`config.mk`:
```
export PLATFORM = sky130hd
export DESIGN_NAME = spi_shift_engine
export DESIGN_NICKNAME = d
export VERILOG_FILES = /design/src/rtl/spi_shift_pkg.sv /design/src/rtl/spi_tick_divider.sv /design/src/rtl/spi_shift_engine.sv
export SDC_FILE = /design/constraint.sdc
export NUM_CORES = 1
export LEC_CHECK = 0
export ABC_AREA = 1
export CORE_MARGIN = 5
export CORE_UTILIZATION = 50
export CTS_BUF_LIST = sky130_fd_sc_hd__clkbuf_4 sky130_fd_sc_hd__clkbuf_8
export CTS_CLUSTER_DIAMETER = 120
export DETAILED_ROUTE_END_ITERATION = 16
export PLACE_DENSITY = 0.81
export SLEW_MARGIN = 0
export SYNTH_ARGS = -nofsm -noshare
export SYNTH_HDL_FRONTEND = slang
export SYNTH_HIERARCHICAL = 1
export SYNTH_SLANG_ARGS = --single-unit
```
`constraint.sdc`:
```
create_clock -name CLK100MHZ -period 1.2 [get_ports CLK100MHZ]
set_input_delay 0.24 -clock CLK100MHZ [delete_from_list [all_inputs] [get_ports CLK100MHZ]]
set_output_delay 0.24 -clock CLK100MHZ [all_outputs]
set_load 0.005 [all_outputs]
```
`src/rtl/spi_shift_pkg.sv`:
```
// spi_shift_pkg -- shared definitions for the SPI shift datapath.
//   SPI_WORD_WIDTH : default data-word / shift-register width
//   SPI_DIV_WIDTH  : default width of the tick divider
//   bit_order_t    : serial bit ordering selected by lsb_first
package spi_shift_pkg;
   localparam int SPI_WORD_WIDTH = 32;
   localparam int SPI_DIV_WIDTH  = 8;

   typedef enum logic {
      MSB_FIRST = 1'b0,
      LSB_FIRST = 1'b1
   } bit_order_t;
endpackage

```
`src/rtl/spi_tick_divider.sv`:
```
// spi_tick_divider -- programmable tick generator for the SPI shift engine.
// Counts enabled cycles and pulses count_end once every divide+1 cycles.
// Ports:
//   CLK100MHZ    in  system clock, rising edge
//   reset        in  synchronous, active-high
//   divide       in  tick period minus one (compared live)
//   count_enable in  runs the counter; low holds the counter at 0
//   count_end    out combinational tick, low while reset is high
module spi_tick_divider
   import spi_shift_pkg::*;
#(
   parameter int DIV_WIDTH = SPI_DIV_WIDTH
) (
   input  logic                 CLK100MHZ,
   input  logic                 reset,
   input  logic [DIV_WIDTH-1:0] divide,
   input  logic                 count_enable,
   output logic                 count_end
);

   logic [DIV_WIDTH-1:0] counter_q, counter_d;
   logic                 at_end;

   // Live compare: if divide drops below the running count, the counter
   // runs on, wraps at 2^DIV_WIDTH and meets the new value on the way up.
   assign at_end = (counter_q == divide);

   always_comb begin
      counter_d = counter_q;
      count_end = count_enable && at_end && !reset;
      if (!count_enable)
         counter_d = '0;
      else if (at_end)
         counter_d = '0;
      else
         counter_d = counter_q + 1'b1;
   end

   always_ff @(posedge CLK100MHZ) begin
      if (reset)
         counter_q <= '0;
      else
         counter_q <= counter_d;
   end

endmodule

```
`src/rtl/spi_shift_engine.sv`:
```
// spi_shift_engine -- datapath core of the SPI master: tick divider plus a
// parallel-in/serial-out TX register and a serial-in/parallel-out RX register.
// No protocol state lives here; the control FSM drives all strobes.
// Ports:
//   CLK100MHZ, reset      clock; synchronous active-high reset
//   divide, count_enable  divider control; count_end is the divider tick
//   lsb_first             bit order, sampled on every strobe
//   data_load             shared shift strobe for TX and RX
//   tx_write, tx_data     parallel TX load (wins over data_load)
//   sdo                   registered serial output
//   rx_clear              clears RX (wins over data_load)
//   sdi                   serial input
//   rx_data               registered parallel RX word
// Build option: SPI_SHIFT_LOOPBACK_EN feeds the TX outgoing bit into the RX
// shifter instead of sdi.
module spi_shift_engine
   import spi_shift_pkg::*;
#(
   parameter int WIDTH     = SPI_WORD_WIDTH,
   parameter int DIV_WIDTH = SPI_DIV_WIDTH
) (
   input  logic                 CLK100MHZ,
   input  logic                 reset,
   input  logic [DIV_WIDTH-1:0] divide,
   input  logic                 count_enable,
   output logic                 count_end,
   input  logic                 lsb_first,
   input  logic                 data_load,
   input  logic                 tx_write,
   input  logic [WIDTH-1:0]     tx_data,
   output logic                 sdo,
   input  logic                 rx_clear,
   input  logic                 sdi,
   output logic [WIDTH-1:0]     rx_data
);

   spi_tick_divider #(
      .DIV_WIDTH (DIV_WIDTH)
   ) u_div (
      .CLK100MHZ    (CLK100MHZ),
      .reset        (reset),
      .divide       (divide),
      .count_enable (count_enable),
      .count_end    (count_end)
   );

   bit_order_t       order;
   logic [WIDTH-1:0] tx_q, tx_d;
   logic             sdo_q, sdo_d;
   logic [WIDTH-1:0] rx_q, rx_d;
   logic             tx_out_bit;
   logic             rx_in_bit;

   assign order      = bit_order_t'(lsb_first);
   assign tx_out_bit = (order == LSB_FIRST) ? tx_q[0] : tx_q[WIDTH-1];

`ifdef SPI_SHIFT_LOOPBACK_EN
   // Loop the bit heading for sdo straight back into RX; after WIDTH
   // strobes rx_data holds the transmitted word for either order.
   logic unused_sdi;
   assign unused_sdi = sdi;
   assign rx_in_bit  = tx_out_bit;
`else
   assign rx_in_bit  = sdi;
`endif

   // TX: a write reloads without touching sdo, so the first strobe after a
   // write puts the first bit on the wire.
   always_comb begin
      tx_d  = tx_q;
      sdo_d = sdo_q;
      if (tx_write) begin
         tx_d = tx_data;
      end else if (data_load) begin
         sdo_d = tx_out_bit;
         if (order == LSB_FIRST)
            tx_d = {1'b0, tx_q[WIDTH-1:1]};
         else
            tx_d = {tx_q[WIDTH-2:0], 1'b0};
      end
   end

   // RX: LSB-first shifts in from the top, so short words end up
   // left-justified.
   always_comb begin
      rx_d = rx_q;
      if (rx_clear)
         rx_d = '0;
      else if (data_load) begin
         if (order == LSB_FIRST)
            rx_d = {rx_in_bit, rx_q[WIDTH-1:1]};
         else
            rx_d = {rx_q[WIDTH-2:0], rx_in_bit};
      end
   end

   always_ff @(posedge CLK100MHZ) begin
      if (reset) begin
         tx_q  <= '0;
         sdo_q <= 1'b0;
         rx_q  <= '0;
      end else begin
         tx_q  <= tx_d;
         sdo_q <= sdo_d;
         rx_q  <= rx_d;
      end
   end

   assign sdo     = sdo_q;
   assign rx_data = rx_q;

endmodule

```
# Word-level counts from Yosys, hierarchy flattened

Cells that the tools add are included.

Word-level logic and storage cells: 20
Register bits after elaboration: 73
Output and inout port bits: 34
Input port bits: 48

Add/sub/neg operators: 1
Reductions and logical operators: 7
Mux-type cells: 5
Bitwise operators: 2
Eq/ne operators: 1

Operators by type and width:

| operator                                    | number |
|---|---|
| 2-to-1 mux 32 bit                           | 4 |
| adder 8 x 1 -> 8 bit, second input constant | 1 |
| equality test 8 bit                         | 1 |
| OR reduction 3 bit                          | 1 |
| logical AND 1 bit                           | 2 |
| NOT 1 bit                                   | 2 |
| AND reduction 2 bit                         | 1 |
| nonzero test 2 bit                          | 1 |
| OR reduction 2 bit                          | 1 |
| zero test 1 bit                             | 1 |
| 2-to-1 mux 1 bit                            | 1 |

# Logic depth before layout (Yosys ltp)

Depth in word-level cells: 3
Mapped depth: 8
Mapped depth without buffers: 8

# Modules after synthesis

Netlist, hierarchy kept.

By module, submodules not included:

| module           | instances | area each (µm²) | sequential area each (µm²) | cells each |
|---|---|---|---|---|
| spi_shift_engine | 1         | 3533.4          | 1301.2                     | 559 |
| spi_tick_divider | 1         | 519.2           | 160.2                      | 74 |

# Worst setup path after synthesis

No wires, ideal clock.

Path kind: register to output
Start: register u_div.counter_q[2]
End: output port count_end
Stages on the path, launching flop included: 6
Path buffers: 0
Arrival: 872 ps
Required time: 960 ps
Setup slack: 88 ps
Path through: dfxtp_1 > xnor2_1 > nand2_1 > nor2_1 > nand2_2 > nor2_1

Word-level cells in the longest chain between the ends: 3

Ends and longest elaborated chain:

| item                           | RTL line               | text |
|---|---|---|
| start, declared                | spi_tick_divider.sv:21 | `logic [DIV_WIDTH-1:0] counter_q, counter_d;` |
| start signal, assigned         | spi_tick_divider.sv:43 | `counter_q <= counter_d;` |
| equality test 8 bit            | spi_tick_divider.sv:26 | `assign at_end = (counter_q == divide);` |
| logical AND 1 bit (2 in a row) | spi_tick_divider.sv:30 | `count_end = count_enable && at_end && !reset;` |
| end, declared                  | spi_shift_engine.sv:26 | `output logic count_end,` |

Every way passes these cells.

# Worst setup path in the final report

Start: register u_div.counter_q[3]
End: output port count_end

Same word-level chain as after synthesis.

==> results.sh <==
export IMPL_max_cap_viol_count=0
export IMPL_overflow=0
export IMPL_antenna_found_initial=1
export IMPL_post_route_util_pct=71.7
export IMPL_fmax_mhz=661
export IMPL_min_path_type="in -> reg"
export IMPL_wl_per_cell_um=12.4
export IMPL_synthXorXnorAreaFrac_pct=1.73
export IMPL_rr_worst_depth=6
export IMPL_finalSetupViolations=1
export IMPL_post_route_cell_area_mm2=0.00559
export IMPL_outcome="finished, violations left"
export IMPL_synth_cell_types=24
export IMPL_syn_to_final_growth_pct=38.0
export IMPL_critPathMaxFanout=2
export IMPL_drv_slew=0
export IMPL_synth_largest_area_cell="dfxtp_1"
export IMPL_clk_pin_slew_ns=0.08
export IMPL_num_rows=32
export IMPL_r2r_end="u_div/counter_q[4]$_SDFF_PP0_"
export IMPL_io_pins=82
export IMPL_yosys_warnings=6
export IMPL_async_flop_share_pct=0
export IMPL_grt_pass1_wl_mm=17.0
export IMPL_synth_most_common_cell="nand2_1"
export IMPL_synth_top_area_share_pct=36.1
export IMPL_rsz0062_at_grt="yes"
export IMPL_drt_iter0_markers=224
export IMPL_start_util_pct=51.9
export IMPL_fin_worst_skew_ns=0.00665
export IMPL_ir_worst_vdd_mv=0.658
export IMPL_startpoint_type="flop"
export IMPL_crit_start="u_div/counter_q[3]$_SDFF_PP0_"
export IMPL_fin_setup_tns_ns=-0.312
export IMPL_syn_area_mm2=0.00405
export IMPL_total_power_mw=5.87
export IMPL_hold_buffers=0
export IMPL_syn_inst=633
export IMPL_dp_hpwl_mm=6.80
export IMPL_crit_slowest_cell="dfxtp_2"
export IMPL_h_tree_depth=3
export IMPL_routed_via_density=5.02
export IMPL_ys_top_cells_by_area="dfxtp_1, nand2_1, inv_1, a21oi_1, nand3_1"
export IMPL_dp_slack_ns=-0.736
export IMPL_cts_buffers=9
export IMPL_endpoint_kind="primary output"
export IMPL_drt_first_pass_iters=5
export IMPL_clkLatencyLatePin_ns=0.34
export IMPL_clockBufferDepth=2
export IMPL_synthAdderAreaFrac_pct=0.309
export IMPL_drive_gt1_share_pct=19.2
export IMPL_gp_congestion=0.800
export IMPL_die_area_mm2=0.0100
export IMPL_avgSynthCellArea_um2=6.40
export IMPL_synth_compound_area_share_pct=17.8
export IMPL_powerDensity_mw_per_mm2=1050
export IMPL_min_period_ns=1.51
export IMPL_hold_ws_ns=0.387
export IMPL_via_count=4223
export IMPL_die_w_um=100
export IMPL_grt_max_degree=56
export IMPL_synth_top_family_by_area="simple AND/OR/NAND/NOR gates"
export IMPL_hold_violations=0
export IMPL_layout_setup_ws_ns=-0.312
export IMPL_synth_nets=682
export IMPL_synth_edf_count=0
export IMPL_drt_antenna_violating_nets=0
export IMPL_place_area_mm2=0.00515
export IMPL_failed_checks="negative setup slack"
export IMPL_ys_seq_elements=73
export IMPL_nets=782
export IMPL_cts_sinks=73
export IMPL_period_share_pct=126
export IMPL_path_cells="xnor2_2 -> nand2_1 -> nor2_2 -> nand2_2 -> nor2_1 -> buf_2"
export IMPL_root_buffer="clkbuf_8"
export IMPL_dp_cells=813
export IMPL_endpoint="count_end"
export IMPL_drc=0
export IMPL_p_leak_nw=2.83
export IMPL_die_h_um=100
export IMPL_r2r_start="u_div/counter_q[1]$_SDFF_PP0_"
export IMPL_portBuffers=81
export IMPL_worst_ep_required_time_ns=0.96
export IMPL_seq_area_frac_synth_pct=36.1
export IMPL_crit_arrival_ns=1.27
export IMPL_synthFlopType="dfxtp_1"
export IMPL_slew_headroom_pct=75.8
export IMPL_ys_top_cells_by_count="nand2_1, inv_1, a21oi_1"
export IMPL_r2r_setup_slack_ns=0.02
export IMPL_routed_wirelength_mm=10.4
export IMPL_final_cell_count_no_fill=841
export IMPL_synth_simple_area_share_pct=26.9
export IMPL_critPathMaxStageDelay_ns=0.33
export IMPL_grt_usage_pct=20.3
export IMPL_muxShareOfSynthArea_pct=0
export IMPL_tightestPinTransition_ns=0.363
export IMPL_core_area_mm2=0.00781
export IMPL_critPathKind="reg -> out"
export IMPL_cts_tree="built"
export IMPL_grt_pass1_vias=4083
-- cell type report --
type                       instances  area (µm²)
antenna                            1        2.50
clock buffer                      12         159
clock inverter                     4        73.8
fill                             634        2210
inverter                         128         480
multi-input combinational        394        1950
sequential                        73        1500
tap                              102         128
timing repair buffer             127        1290
-- routing by layer --
| metal | up-vias | global-route usage, % | wire length [µm] |
|---|---|---|---|
| met3 | 27 | 4.17 | 668 |
| li1 | 2141 | - | - |
| met1 | 1891 | 23.8 | 4440 |
| met5 | - | 0 | 0 |
| met2 | 164 | 35.2 | 5070 |
| met4 | 0 | 10.3 | 266 |
-- critical path: cells and delay by family (launching register included) --
kind	cells	cell delay, ns
xor+xnor	1	0.12
flops	1	0.33
buf+inv	1	0.11
simple gates	4	0.37
-- what timing repair did --
item | CTS | global route
setup endpoints to repair | 84 | 44
cloned | 0 | 3
resized for setup | 74 | 37
buffers inserted | 4 | 4
pin swaps | 4 | 3
-- state kept, by name, indices dropped and copies added, names as in the netlist --
name	cells
u_div/counter_q	8
rx_data	32
tx_q	32
sdo	1
-- where the power goes --
| part | internal [mW] | total (mW) | leakage, nW | switching, mW |
|---|---|---|---|---|
| combinational | 0.502 | 1.04 | 2.10 | 0.539 |
| sequential | 2.54 | 2.61 | 0.613 | 0.0667 |
| clock | 1.31 | 2.22 | 0.120 | 0.908 |
| total | 4.35 | 5.87 | 2.83 | 1.51 |
-- cell usage in the layout, fill, tap and decap left out, types with 2 or more instances in the layout --
master,synthesis,final
buf_4,4,32
clkbuf_8,0,11
nand2_1,167,167
xnor2_1,5,2
inv_2,3,6
dfxtp_1,73,41
nand3_1,38,37
buf_6,5,2
buf_12,0,9
a21oi_2,14,15
o21ai_0,15,15
xor2_1,3,3
o211ai_1,16,16
dfxtp_2,0,32
inv_1,125,122
clkdlybuf4s15_1,0,18
bufinv_16,0,2
nor2_1,35,33
nand2_2,2,2
buf_2,15,2
dlygate4sd2_1,0,19
nor2_4,3,3
nor2_2,10,12
a21oi_1,81,80
dlymetal6s2s_1,0,2
clkdlybuf4s50_1,0,39
xnor2_2,0,3
nand3_2,1,2
clkbuf_16,0,3
-- how the worst min path moves through the flow --
stage / from / end / slack (ns) / depth (start not counted)
after global placement: tx_q[30]$_SDFFE_PP0P_ / tx_q[31]$_SDFFE_PP0P_ / 0.49 / 2
after floorplan: reset / tx_q[23]$_SDFFE_PP0P_ / 0.41 / 2
after CTS: lsb_first / tx_q[0]$_SDFFE_PP0P_ / 0.37 / 4
after global routing: lsb_first / tx_q[0]$_SDFFE_PP0P_ / 0.40 / 4
final: lsb_first / tx_q[0]$_SDFFE_PP0P_ / 0.39 / 4
after detailed placement: sdo$_SDFFE_PP0P_ / sdo$_SDFFE_PP0P_ / 0.49 / 2
-- logic make-up after synthesis --
logic type      count (synthesis)
compound gates                126
xor+xnor                        8
fa+ha+maj                       1
buf+inv                       166
flops                          73
simple gates                  259
Note: power is estimated with default switching activity, not from simulation.
